===== src/rtl/am_pkg.sv =====
// Shared constants and types for the AM modulator datapath.
// Gain LUT is Q0.8; entries past DEPTH_MAX are never selected.
package am_pkg;

  localparam int DEPTH_MAX = 10;

  typedef logic [3:0] depth_idx_t;

  localparam logic [7:0] GAIN_LUT [16] = '{
    8'd0,   8'd13,  8'd28,  8'd45,
    8'd64,  8'd85,  8'd110, 8'd138,
    8'd171, 8'd209, 8'd255, 8'd0,
    8'd0,   8'd0,   8'd0,   8'd0
  };

  function automatic int am_offset(input int w);
    return (1 << (w - 1)) - 1;
  endfunction

endpackage


===== src/rtl/am_depth_ctrl.sv =====
// Modulation depth register; AM_DEPTH_SWEEP_EN adds a
// MANUAL/SWEEP FSM that steps depth every SWEEP_TICKS cycles.
module am_depth_ctrl
  import am_pkg::*;
#(
  parameter int DEPTH_INIT  = 5,
  parameter int SWEEP_TICKS = 30000
) (
  input  logic       clk_in,
  input  logic       rst,
  input  logic       depth_load,
  input  depth_idx_t depth_cfg,
  output depth_idx_t depth_cur
);

  localparam depth_idx_t INIT = depth_idx_t'(DEPTH_INIT);
  localparam depth_idx_t DMAX = depth_idx_t'(DEPTH_MAX);

  if (DEPTH_INIT > DEPTH_MAX || SWEEP_TICKS < 1) begin : g_param_err
    $error("am_depth_ctrl: bad DEPTH_INIT or SWEEP_TICKS");
  end

  depth_idx_t depth_q;
  depth_idx_t depth_d;
  logic       load_ok;

  assign load_ok   = depth_load && (depth_cfg <= DMAX);
  assign depth_cur = depth_q;

`ifdef AM_DEPTH_SWEEP_EN
  localparam int CW =
    (SWEEP_TICKS > 1) ? $clog2(SWEEP_TICKS) : 1;
  localparam logic [CW-1:0] LAST = CW'(SWEEP_TICKS - 1);

  typedef enum logic {MANUAL, SWEEP} mode_t;

  mode_t         state_q;
  mode_t         state_d;
  logic [CW-1:0] cnt_q;
  logic [CW-1:0] cnt_d;
  logic          sweep_req;
  logic          sweeping;

  assign sweep_req = depth_load && (depth_cfg == 4'd15);
  assign sweeping  = (state_q == SWEEP) && !load_ok && !sweep_req;

  always_comb begin
    state_d = state_q;
    cnt_d   = cnt_q;
    depth_d = depth_q;
    unique case (1'b1)
      load_ok: begin
        state_d = MANUAL;
        cnt_d   = '0;
        depth_d = depth_cfg;
      end
      sweep_req: begin
        state_d = SWEEP;
        cnt_d   = '0;
      end
      sweeping: begin
        if (cnt_q == LAST) begin
          cnt_d   = '0;
          depth_d = (depth_q == DMAX) ? '0 : depth_q + 4'd1;
        end else begin
          cnt_d = cnt_q + 1'b1;
        end
      end
      default: ;
    endcase
  end

  always_ff @(posedge clk_in) begin
    if (rst) begin
      state_q <= MANUAL;
      cnt_q   <= '0;
      depth_q <= INIT;
    end else begin
      state_q <= state_d;
      cnt_q   <= cnt_d;
      depth_q <= depth_d;
    end
  end
`else
  always_comb begin
    depth_d = depth_q;
    if (load_ok) depth_d = depth_cfg;
  end

  always_ff @(posedge clk_in) begin
    if (rst) depth_q <= INIT;
    else     depth_q <= depth_d;
  end
`endif

endmodule


===== src/rtl/am_mod_pipe.sv =====
// 4-stage AM modulator: sum -> gain -> offset -> carrier mult.
// Optional depth sweep mode: define AM_DEPTH_SWEEP_EN.
module am_mod_pipe
  import am_pkg::*;
#(
  parameter int DATA_W      = 8,
  parameter int NCH         = 2,
  parameter int DEPTH_INIT  = 5,
  parameter int SWEEP_TICKS = 30000,
  localparam int SW    = DATA_W + $clog2(NCH),
  localparam int ENV_W = SW + 1,
  localparam int OUT_W = ENV_W + DATA_W
) (
  input  logic                  clk_in,
  input  logic                  rst,
  input  logic                  in_valid,
  input  logic [DATA_W-1:0]     carrier,
  input  logic [NCH*DATA_W-1:0] jidai,
  input  logic [3:0]            depth_cfg,
  input  logic                  depth_load,
  output logic [3:0]            depth_cur,
  output logic [SW-1:0]         he_jidai,
  output logic [OUT_W-1:0]      modulate,
  output logic                  out_valid
);

  localparam int PW = SW + 8;
  localparam logic [ENV_W-1:0] OFFSET = ENV_W'(am_offset(DATA_W));

  logic [SW-1:0]     sum;
  logic [7:0]        gain;
  logic [PW-1:0]     prod_q;
  logic [ENV_W-1:0]  env_q;
  logic [DATA_W-1:0] car1_q, car2_q, car3_q;
  logic              v1_q, v2_q, v3_q;

  am_depth_ctrl #(
    .DEPTH_INIT  (DEPTH_INIT),
    .SWEEP_TICKS (SWEEP_TICKS)
  ) u_depth (
    .clk_in     (clk_in),
    .rst        (rst),
    .depth_load (depth_load),
    .depth_cfg  (depth_cfg),
    .depth_cur  (depth_cur)
  );

  always_comb begin
    sum = '0;
    for (int i = 0; i < NCH; i++)
      sum = sum + SW'(jidai[i*DATA_W +: DATA_W]);
  end

  // Gain is picked from depth_cur as the sample enters S2,
  // so one sample never sees two depths.
  assign gain = GAIN_LUT[depth_cur];

  always_ff @(posedge clk_in) begin
    if (rst) begin
      he_jidai  <= '0;
      prod_q    <= '0;
      env_q     <= '0;
      modulate  <= '0;
      car1_q    <= '0;
      car2_q    <= '0;
      car3_q    <= '0;
      v1_q      <= 1'b0;
      v2_q      <= 1'b0;
      v3_q      <= 1'b0;
      out_valid <= 1'b0;
    end else begin
      he_jidai  <= sum;
      v1_q      <= in_valid;
      car1_q    <= carrier;
      prod_q    <= PW'(he_jidai) * PW'(gain);
      v2_q      <= v1_q;
      car2_q    <= car1_q;
      env_q     <= ENV_W'(prod_q[PW-1:8]) + OFFSET;
      v3_q      <= v2_q;
      car3_q    <= car2_q;
      modulate  <= OUT_W'(env_q) * OUT_W'(car3_q);
      out_valid <= v3_q;
    end
  end

endmodule

===== config.mk =====
export PLATFORM = sky130hd
export DESIGN_NAME = am_mod_pipe
export DESIGN_NICKNAME = d
export VERILOG_FILES = /design/src/rtl/am_pkg.sv /design/src/rtl/am_depth_ctrl.sv /design/src/rtl/am_mod_pipe.sv
export SDC_FILE = /design/constraint.sdc
export NUM_CORES = 1
export LEC_CHECK = 0
export BUFFER_PORTS_ARGS = -buffer_cell sky130_fd_sc_hd__buf_4
export CAP_MARGIN = 40
export CORE_MARGIN = 1.5
export CORE_UTILIZATION = 53
export CTS_CLUSTER_DIAMETER = 200
export DETAILED_ROUTE_END_ITERATION = 8
export HOLD_SLACK_MARGIN = 0.12
export PLACE_DENSITY = 0.72
export SYNTH_ARGS = -nofsm -noshare
export SYNTH_HDL_FRONTEND = slang
export SYNTH_SLANG_ARGS = --single-unit

===== constraint.sdc =====
create_clock -name clk_in -period 16.25 [get_ports clk_in]
set_input_delay 0.8125 -clock clk_in [delete_from_list [all_inputs] [get_ports clk_in]]
set_output_delay 0.8125 -clock clk_in [all_outputs]
set_load 0.01 [all_outputs]

==> results of run 1 <==
[layout make-up]
| type | count | area [um2] |
|---|---|---|
| clock buffer | 9 | 225 |
| clock inverter | 7 | 73.8 |
| fill | 1239 | 5430 |
| inverter | 134 | 503 |
| multi-input combinational | 600 | 5380 |
| sequential | 78 | 1560 |
| tap | 180 | 225 |
| timing repair buffer | 64 | 480 |
[per-stage QoR]
step / instances / util, % / setup slack, ns / instance area (um2) / hold slack, ns
final: 1072 / 60.9 / 10.44 / 8450 / 0.436
after global placement: 1056 / 58.7 / 10.59 / 8150 / 0.416
after floorplan: 830 / - / 11.01 / 7510 / 0.413
after global routing: 1072 / 60.9 / 10.09 / 8450 / 0.449
after CTS: 1072 / 60.9 / 10.50 / 8450 / 0.437
after detailed placement: 1056 / 58.7 / 10.51 / 8150 / 0.420
[power breakdown]
| group | internal, uW | switching, uW |
|---|---|---|
| combinational | 118 | 146 |
| clock | 109 | 92.0 |
| sequential | 214 | 34.1 |
| total | 441 | 272 |
[per-layer routing]
layer  routed length, um  vias up
met1                6460     2665
li1                    -     2731
met2                6490      127
met3                 705       14
met5                   0        -
met4                 155        0
[logic make-up after synthesis]
logic type | count (synthesis) | synth area share (%)
compound gates | 95 | 8.48
simple gates | 299 | 21.1
fa+ha+maj | 176 | 38.3
xor+xnor | 22 | 2.57
mux | 8 | 1.13
buf+inv | 152 | 7.63
flops | 78 | 20.8
[registers in the layout, summed over array words and instances, names as in the netlist]
| signal | flops |
|---|---|
| out_valid | 1 |
| v2_q | 1 |
| prod_q | 9 |
| he_jidai | 9 |
| car3_q | 8 |
| v1_q | 1 |
| car1_q | 8 |
| u_depth.depth_cur | 4 |
| car2_q | 8 |
| modulate | 18 |
| env_q | 10 |
| v3_q | 1 |
[cells in the mapped netlist, drive strengths merged (6+ instances only)]
master,n,area share (%)
nor2,49,2.4
nor3,9,0.60
nand2,63,3.1
nand2b,12,1.0
xor2,7,0.82
nor2b,45,3.7
o21ai,21,1.4
ha,86,14
nand3,7,0.47
a21o,6,0.60
clkbuf,16,0.80
a21oi,26,1.7
and2,98,8.2
dfxtp,78,21
o21a,10,1.0
inv,134,6.7
xnor2,15,1.7
fa,90,24
[worst register-to-register path: stages, from the launching register on]
cell and delay [ns]:
dfxtp_1 0.37, inv_1 0.13, ha_1 0.19, nor2_1 0.07, o21a_1 0.18, a221oi_1 0.83, and2_1 0.25, fa_1 0.44
fa_1 0.52, fa_1 0.54, inv_1 0.05, fa_1 0.52, inv_1 0.04, ha_1 0.36, and3_1 0.22, and3_1 0.23
nand3_1 0.12, o221ai_2 0.13, or4_1 0.47, o21ai_1 0.08
[worst min-delay path by stage]
stage                endpoint       from  slack [ns]
floorplan            env_q[0]  prod_q[8]        0.41
global placement    car2_q[6]  car1_q[6]        0.42
detailed placement  car2_q[4]  car1_q[4]        0.42
CTS                 car2_q[4]  car1_q[4]        0.44
global route        car3_q[2]  car2_q[2]        0.45
finish              car2_q[6]  car1_q[6]        0.44
==> flow_summary.json, run 1 <==
{
  "ys_seq_area_share_pct": 20.8,
  "worstSkewPairLatency_ns": 0.35,
  "cp.depth": 19,
  "rr_startpoint": "u_depth.depth_cur[1]",
  "final_common_cell": "inv_1",
  "synth_seq_cells": 78,
  "worst_slew_pin_slew_ns": 1.06,
  "nNetsFinal": 1095,
  "finalPower_uw": 714,
  "rsz0062_at_grt": "no",
  "overflow": 0,
  "crit_start": "u_depth.depth_cur[1]",
  "gr-usage-met2_pct": 35.3,
  "critPathCaptureType": "flip-flop",
  "max_slew_margin_pct": 29.6,
  "clk_pin_slew_ns": 0.07,
  "cts_tree": "done",
  "wire_per_inst_um": 12.9,
  "postRouteAntennaNets": 0,
  "syn-num-nets": 1038,
  "whs_path_depth": 1,
  "met1_usage_pct": 28.3,
  "cts_buffer_depth": 2,
  "cts-root-buf": "clkbuf_16",
  "finalSetupViolations": 0,
  "cp_num_buf_inv": 3,
  "crit_required_ns": 16.53,
  "wl_mm": 13.8,
  "ctsResizeCount": 0,
  "io_buffers": 63,
  "ctsHoldBuffers": 0,
  "syn_to_final_growth_pct": 12.4,
  "drv_cap": 0,
  "max-vdd-ir-drop_v": 0.0000728,
  "final_cell_mix": "inv_1, and2_1, fa_1, ha_1, dfxtp_1",
  "start_kind": "flip-flop",
  "ff2ff_path_depth": 19,
  "period_needed_ns": 5.81,
  "die_area_mm2": 0.0149,
  "path_class": "reg2reg",
  "antennaDiodeCount": 0,
  "finalCritPeriodShare_pct": 35.7,
  "avgSynthCellArea_um2": 9.05,
  "path_cells": "inv_1 -> ha_1 -> nor2_1 -> o21a_1 -> a221oi_1 -> and2_1 -> fa_1 -> fa_1 -> fa_1 -> inv_1 -> fa_1 -> inv_1 -> ha_1 -> and3_1 -> and3_1 -> nand3_1 -> o221ai_2 -> or4_1 -> o21ai_1",
  "slew_viol_final": 0,
  "ys.flop_type": "dfxtp_1",
  "die_h_um": 122,
  "drive_gt1_share_pct": 10.1,
  "drtIter0Drc": 210,
  "crit_path_top_delay_cell": "a221oi_1",
  "core_region_area_mm2": 0.0139,
  "vias_per_cell": 5.17,
  "clock.fmax_mhz": 172,
  "drc_errors": 0,
  "vias": 5537,
  "cts_setup_buffers": 0,
  "htreeDepth": 3,
  "cts_buffers": 9,
  "fin_setup_tns_ns": 0,
  "antenna_found_initial": 0,
  "arrival_ns": 6.09,
  "p_leak_uw": 0.00416,
  "r2r-end": "prod_q[16]",
  "cts_sinks": 78,
  "ys_warn_count": 0,
  "grt_pass1_vias": 5498,
  "cp_slowest_stage_delay_ns": 0.82,
  "synth_edf_count": 0,
  "crit_end": "prod_q[16]",
  "grt_util_met3_pct": 4.07,
  "syn_area_mm2": 0.00751,
  "dp_hpwl_mm": 10.8,
  "path_max_fanout": 9,
  "fin_skew_ns": 0.00947,
  "grt_busiest_layer": "met2",
  "async_flop_share_pct": 0,
  "grt_first_pass_wirelength_mm": 25.0,
  "rows": 43,
  "place.gp.congestion": 0.837,
  "die_w_um": 122,
  "status": "finished clean",
  "boundaryPins": 64,
  "first_pass_iters": 4,
  "critPathTopFamily": "adder cells",
  "final_hold_viol_count": 0,
  "synth_cell_type_count": 52,
  "r2r_slack_ns": 10.44,
  "netlist_instances": 830,
  "grt_max_degree": 87,
  "power_density_mw_per_mm2": 84.5,
  "track_usage_pct": 21.1,
  "start_util_pct": 54.1,
  "critPathMostFrequentCell": "fa_1",
  "worstHoldPathType": "reg2reg"
}
Power figures use the tool's default switching activity.
==> inputs of run 2 (changes only) <==
- ABC_AREA: default -> 1
- PLACE_DENSITY: 0.72 -> 0.75
- clock period: 16.25 -> 5 ns (I/O delays scaled with it)
==> run 2 against run 1 <==
Register-to-register slack lost 10 ns. Sequential power grew to 3.2 times the previous value. Sequential share of layout area is 0.54 points lower. Die area grew 1.3%. Largest cell class unchanged. Largest power group unchanged.
==> flow_summary.json, run 2 <==
{
  "yosys.area.top_type": "fa_1",
  "io_buffers": 63,
  "vias": 6362,
  "wire_per_inst_um": 12.9,
  "antenna_found_initial": 0,
  "syn-num-nets": 1225,
  "core_region_area_mm2": 0.0139,
  "track_usage_pct": 23.7,
  "start_kind": "flip-flop",
  "final_hold_viol_count": 0,
  "max_slew_margin_pct": 65.5,
  "synth_top_area_share_pct": 23.7,
  "finalCritPeriodShare_pct": 95.0,
  "grt_first_pass_wirelength_mm": 28.2,
  "fillers": 1235,
  "wl_mm": 16.3,
  "nNetsFinal": 1289,
  "cp_slowest_stage_delay_ns": 0.54,
  "critPathMostFrequentCell": "inv_1",
  "synth_seq_cells": 78,
  "fin_area_mm2": 0.00874,
  "p_leak_uw": 0.00486,
  "ys_seq_area_share_pct": 20.5,
  "cts_tree": "done",
  "htreeDepth": 3,
  "period_needed_ns": 4.75,
  "crit_required_ns": 5.24,
  "clock.fmax_mhz": 211,
  "vias_per_cell": 5.03,
  "die_h_um": 123,
  "drive_gt1_share_pct": 10.9,
  "synth_edf_count": 0,
  "r2r_slack_ns": 0.25,
  "syn_to_final_growth_pct": 14.7,
  "grt_pass1_vias": 6166,
  "die_area_mm2": 0.0151,
  "cts_buffer_depth": 2,
  "drtIter0Drc": 390,
  "finalSetupViolations": 0,
  "largest_reg_flops": 18,
  "regMostFlops": "modulate",
  "path_max_fanout": 7,
  "slew_viol_final": 0,
  "netlist_instances": 1017,
  "finalWorstSetupSlack_ns": 0.251,
  "cts_sinks": 78,
  "final_cell_mix": "inv_1, nand2_1, nor2_1, fa_1, ha_1",
  "synth_cell_type_count": 33,
  "ys.flop_type": "dfxtp_1",
  "synth.most_common_cell": "inv_1",
  "first_pass_iters": 5,
  "die_w_um": 123,
  "rows": 43,
  "cts-root-buf": "clkbuf_16",
  "drv_cap": 0,
  "dp_hpwl_mm": 13.1,
  "place.gp.congestion": 0.883,
  "arrival_ns": 4.99,
  "postPlaceCellArea_mm2": 0.00827,
  "cp_num_buf_inv": 6,
  "dp_slack_ns": -0.00237,
  "boundaryPins": 64,
  "path_cells": "inv_1 -> ha_1 -> a21oi_2 -> a31oi_2 -> inv_2 -> nor2_1 -> fa_1 -> inv_1 -> fa_1 -> inv_1 -> fa_1 -> inv_1 -> fa_1 -> inv_1 -> ha_4 -> a21o_1 -> a21oi_2 -> o21ai_0 -> a21oi_1 -> nand3_1 -> nand2_1 -> nor2_1",
  "biggestRegsByFlops": "modulate x18, env_q x10",
  "power_density_mw_per_mm2": 291,
  "syn_area_mm2": 0.00761,
  "fin_setup_tns_ns": 0,
  "overflow": 0,
  "grt_max_degree": 51,
  "drc_errors": 0,
  "cts_buffers": 9,
  "fin_skew_ns": 0.00768,
  "worstHoldPathType": "in2reg",
  "ys_warn_count": 0,
  "worst_slew_pin_slew_ns": 0.511,
  "critPathCaptureType": "flip-flop",
  "crit_path_top_delay_cell": "fa_1",
  "worstSkewPairLatency_ns": 0.34,
  "whs_ns": 0.131,
  "postRouteAntennaNets": 0,
  "async_flop_share_pct": 0,
  "max-vdd-ir-drop_v": 0.000216,
  "avgSynthCellArea_um2": 7.49,
  "critPathTopFamily": "adder cells",
  "path_class": "reg2reg",
  "status": "finished clean",
  "clk_pin_slew_ns": 0.06,
  "final_common_cell": "inv_1",
  "synthTopCellsByArea": "fa_1, dfxtp_1, ha_1, inv_1, nand2_1",
  "ys_top_cells_by_count": "inv_1, nand2_1, nor2_1",
  "antennaDiodeCount": 0,
  "start_util_pct": 54.6
}
-- run 2: cell types whose count changed after synthesis, moves of 6 or more --
cell,change
clkbuf_1,+8
o21ai_0,+16
xnor2_1,-12
a21oi_1,+39
and2_1,-98
o21a_1,-8
nor2b_1,-45
nand2_1,+107
nand3_1,+15
inv_1,+123
nand3_2,+6
nand2b_1,-11
xor2_1,-7
nor2_1,+93
-- run 2: path summary, 6_finish.rpt --
| path | startpoint | end | cells past startpoint |
|---|---|---|---|
| worst max register to register | u_depth.depth_cur[1] | prod_q[14] | 22 |
| worst max-delay path | u_depth.depth_cur[1] | prod_q[14] | 22 |
| worst min register to register | car2_q[4] | car3_q[4] | 2 |
| worst min-delay path | carrier[3] | car1_q[3] | 3 |
-- run 2: logic make-up (layout without fill, tap and decap cells) --
| family | after synthesis | after routing | synth area share [%] |
|---|---|---|---|
| simple gates | 358 | 358 | 19.0 |
| xor+xnor | 3 | 3 | 0.345 |
| fa+ha+maj | 176 | 176 | 37.8 |
| buf+inv | 285 | 354 | 14.1 |
| compound gates | 117 | 117 | 8.28 |
| flops | 78 | 78 | 20.5 |
-- run 2: power by group --
group | leakage (uW) | internal (uW) | switching, uW
sequential | 0.000641 | 699 | 107
clock | 0.000132 | 350 | 262
combinational | 0.00409 | 433 | 694
total | 0.00486 | 1480 | 1060
-- run 2: tightest hold or removal path, stage by stage --
cell and delay (ns):
buf_4 0.07, inv_1 0.03, nor2_1 0.08
-- run 2: metal layers --
metal	GRT usage, %	up-vias	wire length (um)
li1	-	3170	-
met1	33.1	2980	7540
met2	37.7	189	7440
met3	3.86	23	1010
met4	7.19	0	314
met5	0	-	0
-- run 2: timing repair --
| action | in CTS | in global routing |
|---|---|---|
| hold buffers | 8 | 0 |
| buffers inserted | 0 | 3 |
| pin swaps | 0 | 4 |
| resized for setup | 2 | 21 |
| hold endpoints to repair | 8 | 0 |
| setup endpoints to repair | 1 | 8 |
-- run 2: cell type report --
cell class / count / area (um2) / area share [%]
multi-input cells: 654 / 5060 / 57.9
repair buffers: 80 / 641 / 7.33
clock inverters: 5 / 33.8 / 0.387
clock buffers: 11 / 243 / 2.78
inverters: 258 / 968 / 11.1
well taps: 180 / 225 / 2.58
flip-flops and latches: 78 / 1570 / 17.9
-- run 2: metrics by stage --
step	util, %	std cells	power [uW]
CTS	61.9	1263	2530
global route	62.7	1266	2790
detailed placement	59.4	1239	1900
finish	62.7	1266	2540
floorplan	-	1017	1610
global placement	59.2	1238	1860
==> inputs of run 3 (changes only) <==
- ABC_AREA: 1 -> default
- GPL_ROUTABILITY_DRIVEN: default -> 1
- SETUP_SLACK_MARGIN: default -> 0.1
==> run 3 against run 2 <==
Maximum frequency fell by 1.1%. Worst setup slack got worse by 0.054 ns. Highest routed layer unchanged. Sequential cell count did not move. Sequential share of layout area fell by 0.63 points. Combinational power barely moved.
==> flow_summary.json, run 3 (synthesized netlist as in run 1, its figures left out) <==
{
  "die_w_um": 122,
  "pwr-share-comb_pct": 43.4,
  "vias": 5729,
  "path_class": "reg2reg",
  "max_slew_margin_pct": 44.1,
  "drive_gt1_share_pct": 18.9,
  "grt_first_pass_wirelength_mm": 25.9,
  "die_h_um": 122,
  "nNetsFinal": 1136,
  "largest_reg_flops": 18,
  "utilization_pct": 65.3,
  "rsz0062_at_grt": "yes",
  "syn_to_final_growth_pct": 20.7,
  "slew_viol_final": 0,
  "fin_area_mm2": 0.00907,
  "core_region_area_mm2": 0.0139,
  "cts-root-buf": "clkbuf_16",
  "die_area_mm2": 0.0149,
  "fillers": 1122,
  "rows": 43,
  "arrival_ns": 5.08,
  "seqPwrFrac_pct": 31.2,
  "final_common_cell": "inv_1",
  "fin_cells": 1113,
  "crit_required_ns": 5.28,
  "start_kind": "flip-flop",
  "finalCritPeriodShare_pct": 96.0,
  "postRouteAntennaNets": 0,
  "p_sw_uw": 993,
  "drtIter0Drc": 251,
  "clk_pin_slew_ns": 0.06,
  "finalSetupViolations": 0,
  "htreeDepth": 3,
  "cts_buffer_depth": 2,
  "first_pass_iters": 4,
  "antenna_found_initial": 0,
  "p_int_uw": 1600,
  "cts_buffers": 9,
  "start_util_pct": 54.1,
  "postPlaceCellArea_mm2": 0.00839,
  "grt_pass1_vias": 5777,
  "drc_errors": 0,
  "regMostFlops": "modulate",
  "cts_tree": "done",
  "final_cell_mix": "inv_1, buf_4, and2_1, fa_1, ha_1",
  "drv_cap": 0,
  "status": "finished clean",
  "placedCellCount": 1078,
  "overflow": 0,
  "worstSkewPairLatency_ns": 0.35,
  "worstHoldPathType": "in2reg",
  "track_usage_pct": 21.6,
  "power_density_mw_per_mm2": 286,
  "clock.fmax_mhz": 208,
  "io_buffers": 63,
  "antennaDiodeCount": 0,
  "wire_per_inst_um": 13.3,
  "biggestRegsByFlops": "modulate x18, env_q x10",
  "max-vdd-ir-drop_v": 0.000231,
  "critPathCaptureType": "flip-flop",
  "vias_per_cell": 5.15,
  "wl_mm": 14.8,
  "final_hold_viol_count": 0,
  "grt_max_degree": 87,
  "place.gp.congestion": 0.890,
  "dp_hpwl_mm": 11.2,
  "cts_sinks": 78,
  "period_needed_ns": 4.80,
  "p_leak_uw": 0.00437,
  "boundaryPins": 64,
  "p_clk_share_pct": 25.4,
  "worst_slew_pin_slew_ns": 0.839,
  "fin_skew_ns": 0.00939,
  "p_sw_share_pct": 38.3,
  "path_max_fanout": 6
}
## run 3: changes by cell type in the layout (fill, tap and decap cells not counted), sizes merged, moves of 7 or more
cell	previous run	this run
nand2	175	63
nor2	143	49
o21a	2	10
inv	259	139
and2	0	98
buf	72	95
a21oi	65	26
o21ai	36	21
xnor2	3	15
nor2b	0	45
nand3	28	7
nand2b	0	12
xor2	0	7
## run 3: cell type report
class	instances	area, um2	area share (%)
flip-flops and latches	78	1570	17.3
repair buffers	105	828	9.14
multi-input cells	600	5640	62.2
inverters	134	508	5.60
well taps	180	225	2.48
clock inverters	7	72.6	0.800
clock buffers	9	225	2.48
## run 3: routing by layer
layer / GRT usage (%) / up-vias / share of wire (%)
li1: - / 2811 / -
met1: 28.2 / 2779 / 46
met2: 37.2 / 113 / 48
met3: 3.46 / 26 / 3.7
met4: 6.40 / 0 / 2.0
met5: 0 / - / 0
## run 3: path summary, 6_finish.rpt
path         cells after the start              endpoint                 start  slack [ns]
min                              3  u_depth.depth_cur[2]          depth_cfg[2]        0.14
max                             20            prod_q[16]  u_depth.depth_cur[1]        0.20
min reg2reg                      1             car3_q[5]             car2_q[5]        0.44
max reg2reg                     20            prod_q[16]  u_depth.depth_cur[1]        0.20
## run 3: per-stage QoR
stage               TNS, ns  setup slack [ns]  total power, uW  hold slack [ns]
global route        -0.0956           -0.0956             2790            0.138
finish                    0             0.198             2590            0.135
CTS                       0             0.121             2500            0.126
detailed placement  -0.0654           -0.0444             1770            0.424
global placement          0            0.0415             1750            0.417
floorplan                 0             0.106             1490            0.350
## run 3: timing repair
action | CTS | global route
resized for setup | 20 | 43
hold buffers | 10 | 0
pin swaps | 16 | 43
endpoints found under the setup margin | 6 | 8
endpoints found under the hold margin | 10 | 0
setup buffers | 4 | 5
## run 3: worst max-delay path, cell delays in order (launching register included)
cell and delay [ns]:
dfxtp_4 0.37, inv_4 0.07, ha_4 0.14, nor2_4 0.04, o21a_4 0.21, a221oi_4 0.32
buf_4 0.18, buf_4 0.10, buf_4 0.10, and2_1 0.13, fa_1 0.42, fa_1 0.47
fa_1 0.49, ha_1 0.31, ha_1 0.34, a21oi_2 0.20, o21ai_1 0.12, nand2_1 0.09
o221ai_2 0.09, or4_1 0.47, o21ai_1 0.08
## run 3: power by group through the flow
stage	combinational, uW	clock, uW	sequential, uW
global placement	937	0	813
detailed placement	956	0	817
global route	1280	698	820
finish	1130	658	807
CTS	1020	675	803
floorplan	709	0	781
